File: config.mk
export PLATFORM = sky130hd
export DESIGN_NAME = accum_alu
export DESIGN_NICKNAME = d
export VERILOG_FILES = /design/src/rtl/accum_alu_pkg.sv /design/src/rtl/accum_alu_hex7seg.sv /design/src/rtl/accum_alu.sv
export SDC_FILE = /design/constraint.sdc
export NUM_CORES = 1
export LEC_CHECK = 0
export CORE_UTILIZATION = 59
export CTS_CLUSTER_SIZE = 16
export DETAILED_ROUTE_END_ITERATION = 7
export PLACE_DENSITY = 0.89
export RECOVER_POWER = 50
export SETUP_SLACK_MARGIN = 0.2
export SYNTH_ARGS = -nofsm -noshare
export SYNTH_HDL_FRONTEND = slang
export SYNTH_SLANG_ARGS = --single-unit
File: constraint.sdc
create_clock -name Clock -period 4.3 [get_ports Clock]
set_input_delay 0.86 -clock Clock [delete_from_list [all_inputs] [get_ports Clock]]
set_output_delay 0.86 -clock Clock [all_outputs]
set_load 0.01 [all_outputs]
File: src/rtl/accum_alu_pkg.sv
`default_nettype none
// +----------------------------------------------------------------------+
// | Package : accum_alu_pkg                                              |
// | Purpose : Operation encodings, FSM state type and seven-segment      |
// |           constants shared by the accumulator ALU and its decoder.   |
// | Rev     : 1.0  initial release                                       |
// +----------------------------------------------------------------------+
package accum_alu_pkg;

  localparam logic [1:0] OP_ADD = 2'b00;
  localparam logic [1:0] OP_SUB = 2'b01;
  localparam logic [1:0] OP_MUL = 2'b10;
  localparam logic [1:0] OP_CLR = 2'b11;

  typedef enum logic [1:0] {
    ST_IDLE = 2'd0,
    ST_EXEC = 2'd1,
    ST_MUL  = 2'd2,
    ST_DONE = 2'd3
  } state_e;

  // Active-low segments: all ones turns every segment off.
  localparam logic [6:0] SEG_BLANK = 7'h7F;

endpackage
`default_nettype wire

File: src/rtl/accum_alu_hex7seg.sv
`default_nettype none
// +----------------------------------------------------------------------+
// | Module  : hex7seg                                                    |
// | Purpose : One hex nibble to active-low seven-segment image,          |
// |           segment a in bit 0 through segment g in bit 6.             |
// | Rev     : 1.0  initial release                                       |
// +----------------------------------------------------------------------+
module hex7seg (
  input  logic [3:0] digit_i,
  output logic [6:0] seg_o
);

  // Pure lookup of the glyph for each nibble value.
  always_comb begin
    seg_o = 7'h7F;
    case (digit_i)
      4'h0: seg_o = 7'h40;
      4'h1: seg_o = 7'h79;
      4'h2: seg_o = 7'h24;
      4'h3: seg_o = 7'h30;
      4'h4: seg_o = 7'h19;
      4'h5: seg_o = 7'h12;
      4'h6: seg_o = 7'h02;
      4'h7: seg_o = 7'h78;
      4'h8: seg_o = 7'h00;
      4'h9: seg_o = 7'h10;
      4'hA: seg_o = 7'h08;
      4'hB: seg_o = 7'h03;
      4'hC: seg_o = 7'h46;
      4'hD: seg_o = 7'h21;
      4'hE: seg_o = 7'h06;
      4'hF: seg_o = 7'h0E;
      default: seg_o = 7'h7F;
    endcase
  end

endmodule
`default_nettype wire

File: src/rtl/accum_alu.sv
`default_nettype none
// +----------------------------------------------------------------------+
// | Module  : accum_alu                                                  |
// | Purpose : Accumulator ALU (ADD/SUB/MUL/CLR) started by a rising edge |
// |           on go, with shift-add multiply and hex display output.     |
// | Macro   : ACCUM_ALU_SAT_EN - saturating signed ADD/SUB when defined. |
// | Rev     : 1.0  initial release                                       |
// +----------------------------------------------------------------------+
module accum_alu #(
  parameter int WIDTH = 8,
  parameter int NDIG  = (WIDTH + 3) / 4
) (
  input  logic                Clock,
  input  logic                Resetn,
  input  logic [WIDTH-1:0]    sw,
  input  logic [1:0]          op,
  input  logic                go,
  output logic [WIDTH-1:0]    acc,
  output logic                carry,
  output logic                ovf,
  output logic                busy,
  output logic [7*NDIG-1:0]   hex
);
  import accum_alu_pkg::*;

  localparam int CNT_W = $clog2(WIDTH);
  localparam logic [CNT_W-1:0] CNT_LAST = CNT_W'(WIDTH - 1);

  state_e              state_q, state_d;
  logic                go_q;
  logic [WIDTH-1:0]    acc_q, acc_d;
  logic                carry_q, carry_d;
  logic                ovf_q, ovf_d;
  logic [WIDTH-1:0]    opnd_q, opnd_d;
  logic [1:0]          opsel_q, opsel_d;
  logic [2*WIDTH-1:0]  mcand_q, mcand_d;
  logic [2*WIDTH-1:0]  prod_q, prod_d;
  logic [WIDTH-1:0]    mplier_q, mplier_d;
  logic [CNT_W-1:0]    cnt_q, cnt_d;

  logic                w_start;
  logic [WIDTH:0]      w_sum;
  logic [WIDTH:0]      w_diff;
  logic                w_add_ovf;
  logic                w_sub_ovf;
  logic [WIDTH-1:0]    w_add_res;
  logic [WIDTH-1:0]    w_sub_res;
  logic [2*WIDTH-1:0]  w_prod_nxt;

  // go history is forced high in reset so a held request cannot fire.
  assign w_start = go & ~go_q;

  assign w_sum      = {1'b0, acc_q} + {1'b0, opnd_q};
  assign w_diff     = {1'b0, acc_q} - {1'b0, opnd_q};
  assign w_add_ovf  = (acc_q[WIDTH-1] == opnd_q[WIDTH-1]) && (w_sum[WIDTH-1] != acc_q[WIDTH-1]);
  assign w_sub_ovf  = (acc_q[WIDTH-1] != opnd_q[WIDTH-1]) && (w_diff[WIDTH-1] != acc_q[WIDTH-1]);
  assign w_prod_nxt = prod_q + (mplier_q[0] ? mcand_q : '0);

`ifdef ACCUM_ALU_SAT_EN
  localparam logic [WIDTH-1:0] SAT_MAX = {1'b0, {(WIDTH-1){1'b1}}};
  localparam logic [WIDTH-1:0] SAT_MIN = {1'b1, {(WIDTH-1){1'b0}}};
  // Overflow can only push away from the accumulator's own sign.
  assign w_add_res = w_add_ovf ? (acc_q[WIDTH-1] ? SAT_MIN : SAT_MAX) : w_sum[WIDTH-1:0];
  assign w_sub_res = w_sub_ovf ? (acc_q[WIDTH-1] ? SAT_MIN : SAT_MAX) : w_diff[WIDTH-1:0];
`else
  assign w_add_res = w_sum[WIDTH-1:0];
  assign w_sub_res = w_diff[WIDTH-1:0];
`endif

  // Next-state logic of the control FSM.
  always_comb begin
    state_d = state_q;
    case (state_q)
      ST_IDLE: if (w_start) state_d = (op == OP_MUL) ? ST_MUL : ST_EXEC;
      ST_EXEC: state_d = ST_DONE;
      ST_MUL:  if (cnt_q == CNT_LAST) state_d = ST_DONE;
      ST_DONE: state_d = ST_IDLE;
      default: state_d = ST_IDLE;
    endcase
  end

  // Datapath: capture operands on start, commit results only on completion.
  always_comb begin
    acc_d    = acc_q;
    carry_d  = carry_q;
    ovf_d    = ovf_q;
    opnd_d   = opnd_q;
    opsel_d  = opsel_q;
    mcand_d  = mcand_q;
    prod_d   = prod_q;
    mplier_d = mplier_q;
    cnt_d    = cnt_q;
    case (state_q)
      ST_IDLE: begin
        if (w_start) begin
          opnd_d   = sw;
          opsel_d  = op;
          mcand_d  = {{WIDTH{1'b0}}, acc_q};
          mplier_d = sw;
          prod_d   = '0;
          cnt_d    = '0;
        end
      end
      ST_EXEC: begin
        case (opsel_q)
          OP_ADD: begin
            acc_d   = w_add_res;
            carry_d = w_sum[WIDTH];
            ovf_d   = w_add_ovf;
          end
          OP_SUB: begin
            acc_d   = w_sub_res;
            carry_d = w_diff[WIDTH];
            ovf_d   = w_sub_ovf;
          end
          OP_CLR: begin
            acc_d   = '0;
            carry_d = 1'b0;
            ovf_d   = 1'b0;
          end
          default: ;
        endcase
      end
      ST_MUL: begin
        prod_d   = w_prod_nxt;
        mcand_d  = mcand_q << 1;
        mplier_d = mplier_q >> 1;
        cnt_d    = cnt_q + CNT_W'(1);
        if (cnt_q == CNT_LAST) begin
          acc_d   = w_prod_nxt[WIDTH-1:0];
          ovf_d   = |w_prod_nxt[2*WIDTH-1:WIDTH];
          carry_d = 1'b0;
        end
      end
      default: ;
    endcase
  end

  // State and datapath registers with synchronous reset.
  always_ff @(posedge Clock) begin
    if (Resetn) begin
      state_q  <= ST_IDLE;
      go_q     <= 1'b1;
      acc_q    <= '0;
      carry_q  <= 1'b0;
      ovf_q    <= 1'b0;
      opnd_q   <= '0;
      opsel_q  <= OP_ADD;
      mcand_q  <= '0;
      prod_q   <= '0;
      mplier_q <= '0;
      cnt_q    <= '0;
    end else begin
      state_q  <= state_d;
      go_q     <= go;
      acc_q    <= acc_d;
      carry_q  <= carry_d;
      ovf_q    <= ovf_d;
      opnd_q   <= opnd_d;
      opsel_q  <= opsel_d;
      mcand_q  <= mcand_d;
      prod_q   <= prod_d;
      mplier_q <= mplier_d;
      cnt_q    <= cnt_d;
    end
  end

  assign acc   = acc_q;
  assign carry = carry_q;
  assign ovf   = ovf_q;
  assign busy  = (state_q != ST_IDLE);

  // One decoder per digit; digits beyond the accumulator width stay blank.
  for (genvar d = 0; d < NDIG; d++) begin : g_digit
    if (d * 4 >= WIDTH) begin : g_blank
      assign hex[7*d +: 7] = SEG_BLANK;
    end else begin : g_dec
      logic [3:0] w_nib;
      for (genvar k = 0; k < 4; k++) begin : g_bit
        if (d * 4 + k < WIDTH) begin : g_live
          assign w_nib[k] = acc_q[d*4+k];
        end else begin : g_pad
          assign w_nib[k] = 1'b0;
        end
      end
      hex7seg u_hex7seg (
        .digit_i (w_nib),
        .seg_o   (hex[7*d +: 7])
      );
    end
  end

endmodule
`default_nettype wire

==> results by stage <==
Global routing:
- The via count of the first global-routing pass is 4236.
- The initial antenna violation count is 0.
- The wire length of the first global-routing pass is 19.7 mm.
- The remaining global-route overflow is 0.
- The global router's overall resource usage is 28.0%.
- Entering global routing, the biggest net connects 51 pins.

Clock tree:
- For the worst-skew pair, the clock arrives at the later sink with an insertion delay of 370 ps.
- The number of buffers inserted for hold repair after clock tree synthesis is 0.
- The number of buffers inserted during clock tree synthesis is 9.
- CTS saw 80 sinks.
- In this run, post-CTS repair resized a total of 0 instances.
- The H-tree was split into 3 levels.
- TritonCTS built the clock tree.
- The CTS root buffer is sky130_fd_sc_hd__clkbuf_8.
- The clock transition time at the flip-flop clock pins of the worst setup and hold paths is 90 ps.
- In this run the deepest clock path goes through 2 buffers.
- The post-CTS repair timing setup buffer count is 0.

Pwr:
- The worst-case IR drop observed on VDD is 0.425 mV.
- The total power draw is 2980 uW.
- In this run the power density over the cells is 523 nW/um2.
- Summed over all cells, the static leakage comes to 0.00238 uW.

Layout:
- The post-route cell area is 5710 um2.
- The number of antenna cells inserted is 0.
- Cells with a size suffix above 1 make up 7.78% of the layout.
- The area added between synthesis and finish is 11.5%.
- In the final design database the tool counted 675 nets.

STA:
- Setup violations remaining at the end of the flow were counted as 0.
- Summed over all failing endpoints, the final setup total negative slack is 0 ps.
- Setup repair after global routing left no endpoint under its margin.
- The final clock skew is 12.1 ps.
- Based on the critical path, the design can be clocked at up to 0.263 GHz.
- The final max-slew violation count is 0.
- For the pin with the worst max-slew slack, the measured transition is 1340 ps.
- The routed design could run at a clock period as short as 3810 ps.
- The worst pin sits at a relative slew slack of 10.7%.
- The hold violation count in the final report is 0.
- The fraction of the cycle the final worst path needs is 88.5%.

Synth:
- The mean instance size in the synthesized netlist is 8.62 um2.
- The synthesized netlist occupies a cell area of 5120 um2.
- By instance count, the leading cell after synthesis is sky130_fd_sc_hd__nor2_1.
- Sequential elements use 31.3% of the synthesized area.
- The number of register bits inferred by synthesis is 80.
- Synthesis produced a netlist whose cell count is 594.
- The most used flip-flop cell after synthesis is sky130_fd_sc_hd__dfxtp_1.
- Yosys mapped a number of flops with a built-in enable equal to 0.
- The post-synthesis net count is 657.
- By count the netlist is led by sky130_fd_sc_hd__nor2_1, sky130_fd_sc_hd__dfxtp_1, sky130_fd_sc_hd__ha_1.
- Ranked by total cell area, the synthesized netlist is headed by sky130_fd_sc_hd__dfxtp_1, sky130_fd_sc_hd__ha_1, sky130_fd_sc_hd__nor2_1, sky130_fd_sc_hd__mux2i_1, sky130_fd_sc_hd__a211oi_1.
- The synthesized design devotes to its leading area cell type 31.3% of total area.
- Yosys printed 0 warnings.
- The largest area contributor in the netlist is sky130_fd_sc_hd__dfxtp_1.
- Synthesis instantiated 66 different standard cells from the library.
- Counting flops with an async set or reset pin after synthesis yields a share of 0%.

Critical path:
- The startpoint of the most critical register-to-register path is mplier_q[0].
- For the worst setup path, the data required time is 4580 ps.
- The endpoint identified for the worst register-to-register timing path is g_digit[1].g_dec.u_hex7seg.seg_o[6].
- STA classifies the critical path endpoint as a flop.
- The slack of the worst reg-to-reg path is 490 ps.
- In this run the worst path has a maximum fanout of 17.
- The worst register-to-register path has a depth of 13.
- The type of the worst setup path is flop to flop.
- STA classifies the critical path startpoint as a flop.
- The data arrival at the endpoint of the critical path is 4080 ps.

Route:
- The total number of vias is 4393.
- In this run, the number of DRC markers left after iteration 0 of detailed routing was 274.
- In the routed design, unresolved DRC markers number 0.
- The count of nets left with antenna violations once routing finished came out at 0.
- In the routed layout, each cell is associated on average with a via count of 6.08.
- After detailed routing, the total wire length is 12.0 mm.
- The average wire per standard cell is 16.6 um.
- The number of iterations in the first detailed-routing pass is 5.

Placed design:
- Summed over all nets, the half-perimeter wirelength after detailed placement is 8.66 mm.
- The placement-stage cell area is 5500 um2.
- Input and output buffers added on the ports amount to 37.
- The placer's final routability congestion estimate is 0.935.

Flow run:
- Max-cap violations in this run came to 0.

Min path:
- The cell count of the worst hold path is 2.
- The worst hold path class is flop to flop.
- The worst hold path terminates at prod_q[4].
- The worst hold path begins at prod_q[4].

Status:
- The flow ran to the end, and the final reports show no timing, DRC or antenna violations.

Floorplanning:
- The chip width is 95.2 um.
- The number of cell rows is 33.
- The floorplan die height is 95.2 um.
- The effective utilization at floorplan is 61.7%.
- The number of top-level design ports is 38.
- In this run the standard cell core region covers 8300 um2.
- The die area is 9050 um2.
-- where the power goes --
part	internal, uW	leakage, uW	switching [uW]
clock	328	0.000104	285
combinational	580	0.00162	820
sequential	866	0.000651	104
total	1770	0.00238	1210
-- metal layers --
metal / vias to the layer above / GRT usage (%) / share of wire [%]
met2: 129 / 49.2 / 50
met4: 0 / 12.8 / 2.6
li1: 2144 / - / -
met5: - / 0 / 0
met3: 29 / 4.70 / 4.1
met1: 2091 / 33.1 / 43
-- sequential cells by signal, summed over array words and instances (netlist names) --
register	cells
acc	8
carry	1
cnt_q	3
g_digit.g_dec.u_hex7seg.seg_o	14
go_q	1
mcand_q	16
mplier_q	8
opnd_q	8
opsel_q	2
ovf	1
prod_q	16
state_q	2
-- cell families (layout without fill, tap and decap cells) --
logic type	Yosys count	count (layout)	share of synthesized area (%)
and+or+nand+nor	179	179	16.4
AOI/OAI and AO/OA	156	156	22.6
DFF	80	80	31.3
buffers and inverters	68	91	5.55
adders and majority gates	50	50	12.7
muxes	35	35	6.94
xor gates and xnor gates	26	26	4.59
-- placed cells by master, fill, tap and decap left out, drive strengths merged, types with 4 or more instances in the layout --
cell type	n
nor2	83
dfxtp	80
ha	47
a21oi	38
inv	33
mux2i	31
a211oi	29
nand2	28
dlygate4sd3	25
a22oi	24
xnor2	17
and2	17
o21ai	15
clkbuf	12
clkdlybuf4s50	11
nor3	10
nand3	10
xor2	9
nand2b	7
a21o	7
o22ai	7
or3	7
o211ai	5
buf	5
mux2	4
o21bai	4
a221oi	4
-- per-stage QoR --
stage	cells	hold WS [ps]	worst slack [ps]	utilization (%)
2_1_floorplan	594	436	1230	-
3_3_place_gp	706	447	872	66.3
3_5_place_dp	706	451	549	66.3
4_1_cts	722	462	516	68.9
5_1_grt	722	485	211	68.8
6_report	722	466	495	68.8
-- how the worst max path moves through the flow --
stage	slack [ps]	from	endpoint	depth (start not counted)
final	490	mplier_q[0]	g_digit[1].g_dec.u_hex7seg.seg_o[6]	13
after detailed placement	550	mplier_q[0]	g_digit[1].g_dec.u_hex7seg.seg_o[6]	13
after CTS	520	mplier_q[0]	g_digit[1].g_dec.u_hex7seg.seg_o[6]	13
after global placement	870	mplier_q[0]	g_digit[1].g_dec.u_hex7seg.seg_o[5]	13
after global routing	210	mplier_q[0]	g_digit[1].g_dec.u_hex7seg.seg_o[6]	13
after floorplan	1230	mplier_q[0]	g_digit[1].g_dec.u_hex7seg.seg_o[0]	13
-- cell type report --
class / instances / area [um2]
Inverter: 33 / 124
Clock buffer: 11 / 131
Sequential cell: 80 / 1600
Tap cell: 105 / 131
Timing Repair Buffer: 42 / 400
Clock inverter: 5 / 81.3
Multi-Input combinational cell: 446 / 3240
Fill cell: 646 / 2590
-- critical path, cell delays in order (launching register included) --
cell	delay, ps
sky130_fd_sc_hd__dfxtp_1	670
sky130_fd_sc_hd__and2_1	270
sky130_fd_sc_hd__ha_1	270
sky130_fd_sc_hd__a211oi_2	250
sky130_fd_sc_hd__o21bai_2	120
sky130_fd_sc_hd__a21oi_1	180
sky130_fd_sc_hd__xor2_1	80
sky130_fd_sc_hd__nor2_1	160
sky130_fd_sc_hd__nor4bb_1	110
sky130_fd_sc_hd__a211oi_1	710
sky130_fd_sc_hd__ha_1	330
sky130_fd_sc_hd__inv_1	80
sky130_fd_sc_hd__mux2_2	280
sky130_fd_sc_hd__o21ai_0	210
No activity file was read; power rests on OpenSTA's default activity.
